==> src/rtl/pipe_ex.sv <==
// -----------------------------------------------------------------------------
// pipe_ex
//   Execute stage of the 5-stage pipelined MIPS-style CPU. It selects the ALU
//   operands from the decoded ID-stage values and evaluates the ALU
//   combinationally. The EX/MEM pipeline register then captures these values:
//   - the ALU result
//   - the store data
//   - the write-back and memory controls that pass through to the MEM stage
//
// Ports
//   clk          rising-edge clock for the EX/MEM register
//   clrn         asynchronous active-high clear of the EX/MEM register
//   IDwreg       register-file write enable from ID
//   IDm2reg      write-back select from ID (1 = memory data)
//   IDwmem       data-memory write enable from ID
//   IDaluc[3:0]  ALU operation code
//   IDshift      1 = operand A is IDimmeOrSa (shift amount)
//   IDaluimm     1 = operand B is IDimmeOrSa (immediate)
//   IDwn[4:0]    destination register number
//   IDqa[31:0]   register operand A
//   IDqb[31:0]   register operand B / store data
//   IDimmeOrSa   extended immediate or zero-extended shift amount
//   EXwreg, EXm2reg, EXwmem, EXwn   registered control pass-through
//   EXaluResult  registered ALU result
//   EXdi         registered IDqb (store data to memory)
// -----------------------------------------------------------------------------
module pipe_ex (
  input  logic        clk,
  input  logic        clrn,
  input  logic        IDwreg,
  input  logic        IDm2reg,
  input  logic        IDwmem,
  input  logic [3:0]  IDaluc,
  input  logic        IDshift,
  input  logic        IDaluimm,
  input  logic [4:0]  IDwn,
  input  logic [31:0] IDqa,
  input  logic [31:0] IDqb,
  input  logic [31:0] IDimmeOrSa,
  output logic        EXwreg,
  output logic        EXm2reg,
  output logic        EXwmem,
  output logic [4:0]  EXwn,
  output logic [31:0] EXaluResult,
  output logic [31:0] EXdi
);

  logic [31:0] op_a;
  logic [31:0] op_b;
  logic [4:0]  shamt;
  logic [31:0] alu_result;

  assign op_a  = IDshift  ? IDimmeOrSa : IDqa;
  assign op_b  = IDaluimm ? IDimmeOrSa : IDqb;
  assign shamt = op_a[4:0];

  // The low two bits of aluc pick the operation family. Bit 2 selects the
  // variant within that family. For shifts, bits 3:2 also choose the shift
  // kind, and code 1011 yields zero.
  always_comb begin
    alu_result = 32'h0;
    unique case (IDaluc[1:0])
      2'b00: alu_result = IDaluc[2] ? (op_a - op_b) : (op_a + op_b);
      2'b01: alu_result = IDaluc[2] ? (op_a | op_b) : (op_a & op_b);
      2'b10: alu_result = IDaluc[2] ? {op_b[15:0], 16'h0000} : (op_a ^ op_b);
      2'b11: begin
        unique case (IDaluc[3:2])
          2'b00: alu_result = op_b << shamt;
          2'b01: alu_result = op_b >> shamt;
          2'b11: alu_result = $unsigned($signed(op_b) >>> shamt);
          2'b10: alu_result = 32'h0;
        endcase
      end
    endcase
  end

  // The EX/MEM register has no stall or flush inputs, so it loads every cycle.
  // Asserting clrn clears it immediately, and any in-flight value is dropped.
  always_ff @(posedge clk or posedge clrn) begin
    if (clrn) begin
      EXwreg      <= 1'b0;
      EXm2reg     <= 1'b0;
      EXwmem      <= 1'b0;
      EXwn        <= 5'd0;
      EXaluResult <= 32'h0;
      EXdi        <= 32'h0;
    end else begin
      EXwreg      <= IDwreg;
      EXm2reg     <= IDm2reg;
      EXwmem      <= IDwmem;
      EXwn        <= IDwn;
      EXaluResult <= alu_result;
      EXdi        <= IDqb;
    end
  end

endmodule

==> config.mk <==
export PLATFORM = sky130hd
export DESIGN_NAME = pipe_ex
export DESIGN_NICKNAME = d
export VERILOG_FILES = /design/src/rtl/pipe_ex.sv
export SDC_FILE = /design/constraint.sdc
export NUM_CORES = 1
export LEC_CHECK = 0
export ABC_AREA = 0
export CAP_MARGIN = 20
export CORE_UTILIZATION = 50
export CTS_CLUSTER_SIZE = 14
export DETAILED_ROUTE_END_ITERATION = 6
export DONT_BUFFER_PORTS = 1
export GPL_TIMING_DRIVEN = 0
export PLACE_DENSITY = 0.69
export SLEW_MARGIN = 0
export SYNTH_ARGS = -nofsm -noshare
export SYNTH_HDL_FRONTEND = slang
export SYNTH_SLANG_ARGS = --single-unit
==> constraint.sdc <==
create_clock -name clk -period 2.2 [get_ports clk]
set_input_delay 0.33 -clock clk [delete_from_list [all_inputs] [get_ports clk]]
set_output_delay 0.33 -clock clk [all_outputs]
set_load 0.005 [all_outputs]
==> results of run 1 <==
[repair_timing]
action / in CTS
hold buffers: 37
setup buffers: 83
pin swaps: 77
endpoints found under the setup margin: 32
hold endpoints to repair: 37
gates resized for setup: 294
[cells by family after synthesis]
family | after synthesis | share of synthesized area, %
AO/OA/AOI/OAI | 456 | 26.5
flip-flops | 72 | 16.1
adder cells (fa/ha/maj) | 97 | 10.9
multiplexers | 196 | 20.2
AND/OR/NAND/NOR | 358 | 14.9
XOR/XNOR | 52 | 4.15
buffers and inverters | 177 | 7.24
[metrics by stage]
stage               setup slack [ns]  setup TNS, ns  util [%]  hold WS [ns]
floorplan                      -1.95         -35.38         -         0.361
global placement               -3.19        -118.25      54.2         0.361
detailed placement             -3.30         -77.42      54.2         0.361
CTS                            -1.78         -37.52      65.9     0.0000249
[per-layer routing]
layer,GRT overflow,GRT usage (%)
met2,14,89.1
met3,5,68.5
met4,14,66.8
met1,7,77.8
met5,0,43.4
==> flow_metrics.py, run 1 <==
metrics = {
    "run_status": {
        "status": "did not finish",
        "failed_stage": "5_1_grt",
        "error_line": "[ERROR GRT-0232] Routing congestion too high. Check the congestion heatmap in the GUI.",
    },
    "logic_synthesis": {
        "syn-cell-area_sq_mm": 0.0112,
        "synth_seq_area_share_pct": 16.1,
        "syn-instance-count": 1408,
        "synth-main-ff-cell": "dfrtp_1",
        "synthArstFlopShare_pct": 100,
        "synth_edf_count": 0,
        "ys_top_cells_by_area": "dfrtp_1 (16%), mux2i_1 (14%), ha_1 (11%)",
        "synth_warnings": 0,
        "synth_nets": 1617,
        "synth_top_area_cell": "dfrtp_1",
        "ys_top_cells_by_count": "mux2i_1 (153), nand2_1 (126), a21oi_1 (124), nor2_1 (114), ha_1 (96)",
        "synth_most_common_cell": "mux2i_1",
        "synth_area_per_cell_sq_um": 7.92,
        "synth.distinct_cells": 90,
        "yosysTopAreaCellShare_pct": 16.1,
        "ys_ff_latch": 72,
    },
    "placement": {
        "dp_hpwl_um": 47000,
        "gp_congestion": 1.08,
        "dpl.cell_count": 1689,
        "dpl-instance-area_sq_mm": 0.0118,
        "io_buffers": 0,
    },
    "floorplan": {
        "chipHeight_um": 151,
        "start_util_pct": 51.1,
        "rows": 54,
        "ios": 184,
        "dieWidth_um": 151,
    },
    "cts": {
        "cts_buffers": 9,
        "cts_sinks": 72,
        "root_buffer": "clkbuf_16",
        "htree_num_levels": 3,
        "clk_path_buf_depth": 2,
    },
    "grt": {
        "grt_max_degree": 73,
        "grt_usage_pct": 76.6,
        "gr-total-overflow": 40,
    },
}
==> inputs of run 2 (changes only) <==
Settings changed: CORE_UTILIZATION 50 to 35, CTS_CLUSTER_SIZE 14 to not set, PLACE_DENSITY 0.69 to not set, PLACE_DENSITY_LB_ADDON set to 0.15.
Clock period 2.2 ns to 2.9 ns, I/O delays scaled along.
==> run 2 against run 1 <==
The flow now finishes, with violations (setup timing). Synthesized cell count stayed put. Synthesized area unchanged.
==> flow_metrics.py, run 2 <==
metrics = {
    "run_status": {
        "status": "complete, but fails checks",
        "violations": "setup timing",
    },
    "logic_synthesis": {
        "synthAdderAreaFrac_pct": 10.9,
        "synthSimpleGateAreaFrac_pct": 14.9,
        "synth_top_family_by_area": "compound AO/OA/AOI/OAI gates",
        "synth_most_common_cell": "mux2i_1",
        "synth_nets": 1617,
        "synth_area_per_cell_sq_um": 7.92,
        "synth_top_area_cell": "dfrtp_1",
        "syn-instance-count": 1408,
        "yosysTopAreaCellShare_pct": 16.1,
        "ys_top_cells_by_count": "mux2i_1 (153), nand2_1 (126), a21oi_1 (124), nor2_1 (114), ha_1 (96)",
        "ys_ff_latch": 72,
        "synth_edf_count": 0,
        "synth_compound_area_share_pct": 26.5,
        "synthArstFlopShare_pct": 100,
        "synth_seq_area_share_pct": 16.1,
        "synth.distinct_cells": 90,
        "ys_top_cells_by_area": "dfrtp_1 (16%), mux2i_1 (14%), ha_1 (11%)",
        "muxShareOfSynthArea_pct": 20.2,
        "syn-cell-area_sq_mm": 0.0112,
        "synth-main-ff-cell": "dfrtp_1",
        "synth_xor_area_share_pct": 4.15,
        "synth_warnings": 0,
    },
    "grt": {
        "grt_pass1_wl_um": 92400,
        "grt_usage_pct": 40.0,
        "antenna_found_initial": 0,
        "gr-total-overflow": 0,
        "grt_pass1_vias": 12600,
        "grt_max_degree": 38,
    },
    "sta": {
        "drv_slew": 0,
        "fin_ws_ns": -1.28,
        "hold_viol_final": 0,
        "slew_headroom_pct": 12.7,
        "max_freq_ghz": 0.240,
        "tns_ns": -25.11,
        "rsz0062_at_grt": "yes",
        "fin_crit_ns": 4.18,
        "setup_viol": 26,
        "finalCritPeriodShare_pct": 144,
        "tightestPinTransition_ns": 1.31,
    },
    "power_and_ir_drop": {
        "leakagePower_uw": 0.00613,
        "total_power_uw": 6520,
        "p_per_area_mw_per_mm2": 446,
        "vdd_drop_max_mv": 0.316,
    },
    "worst_setup_path": {
        "critical_path_buf_inv_count": 8,
        "cpMostUsedCell": "buf_16",
        "slowest_delay_ns": 0.31,
        "worstPathMaxFanout": 6,
        "crit_arrival_ns": 4.36,
        "worstPathRequired_ns": 3.09,
        "crit_family": "buffers and inverters",
        "cp-start-kind": "input pin",
        "criticalPathCategory": "in -> reg",
        "endpoint_kind": "register",
        "crit_path_top_delay_cell": "mux2i_4",
    },
    "placement": {
        "dp_slack_ns": -2.89,
        "gp_congestion": 1.02,
        "dpl-instance-area_sq_mm": 0.0120,
        "dp_hpwl_um": 50900,
        "io_buffers": 0,
    },
    "flow_run": {
        "cap_violations": 0,
    },
    "detailed_routing": {
        "wl_um": 66500,
        "ant_nets": 0,
        "first_iter_violations": 1434,
        "first_pass_iters": 5,
        "vias": 12800,
        "viasPerCell": 6.59,
        "wire_per_inst_um": 34.2,
        "drc": 0,
    },
    "final_layout": {
        "mostFrequentLayoutCells": "mux2i_1 (135), nand2_1 (122), nor2_1 (105), buf_4 (98), a21oi_1 (95)",
        "layout-drive-gt1-share_pct": 28.5,
        "num_antenna_cells": 0,
        "nFillCells": 3121,
        "top_regs": "EXaluResult: 32 flops, EXdi: 32 flops, EXwn: 5 flops",
        "final_common_cell": "mux2i_1",
        "register_area_sq_mm": 0.00180,
        "area_growth_pct": 31.0,
        "post-route-util_pct": 46.4,
        "multiInputGateArea_sq_mm": 0.00985,
        "nNetsFinal": 1749,
        "final_cell_area_sq_mm": 0.0146,
    },
    "cts": {
        "cts.clk_slew.worst_paths_ns": 0.08,
        "root_buffer": "clkbuf_16",
        "clk_path_buf_depth": 2,
        "htree_num_levels": 3,
        "cts_sinks": 72,
        "cts_tree": "done",
        "cts_buffers": 9,
    },
    "floorplan": {
        "ios": 184,
        "chipHeight_um": 181,
        "dieArea_sq_mm": 0.0326,
        "start_util_pct": 35.4,
        "core_sq_mm": 0.0315,
        "rows": 65,
        "dieWidth_um": 181,
    },
    "min_path": {
        "min_path_type": "in -> reg",
    },
}
-- run 2: final cells by class --
class	count	share of cell area, %
clock buffer	11	1.66
buffer	102	5.34
clock inverter	5	0.283
sequential	72	12.3
inverter	74	2.04
timing repair buffer	122	7.50
tap	402	3.44
multi-input combinational	1159	67.4
-- run 2: stage by stage --
step | hold slack (ns) | cells
6_report | 0.0698 | 1947
5_1_grt | 0.0670 | 1947
4_1_cts | 0.0706 | 1919
3_5_place_dp | 0.367 | 1814
3_3_place_gp | 0.466 | 1810
2_1_floorplan | 0.466 | 1408
-- run 2: path summary, 6_finish.rpt --
path | start | end | slack [ns] | cells past startpoint
setup / recovery | IDaluimm | EXaluResult[25]$_DFF_PP0_ | -1.28 | 25
hold / removal | IDqb[31] | EXdi[31]$_DFF_PP0_ | 0.07 | 0
max in group asynchronous | clrn | EXdi[21]$_DFF_PP0_ | 1.75 | 3
min in group asynchronous | clrn | EXwn[4]$_DFF_PP0_ | 0.57 | 2
-- run 2: logic make-up (layout without fill, tap and decap cells) --
group,Yosys count,after routing
and+or+nand+nor,358,358
adders and majority gates,97,97
DFF,72,72
muxes,196,196
AOI/OAI and AO/OA,456,456
xor gates and xnor gates,52,52
buffers and inverters,177,314
-- run 2: repair_timing --
action                                  CTS  global route
pin swaps                                75            70
endpoints found under the setup margin   32            32
hold buffers                              1             0
resized for setup                       231           102
hold endpoints to repair                 30             0
setup buffers                            91            37
-- run 2: per-layer routing --
metal	wire (um)	vias to the layer above	GRT usage [%]
li1	-	5475	-
met1	27200	6315	51.6
met2	28300	853	60.5
met3	7020	190	10.8
met4	3970	0	21.5
met5	0	-	0
-- run 2: power by group --
part	total (uW)	internal, uW	switching, uW
clock	1170	611	560
combinational	4170	1630	2540
sequential	1180	1120	60.1
total	6520	3360	3160
(Power assumes the default switching activity.)
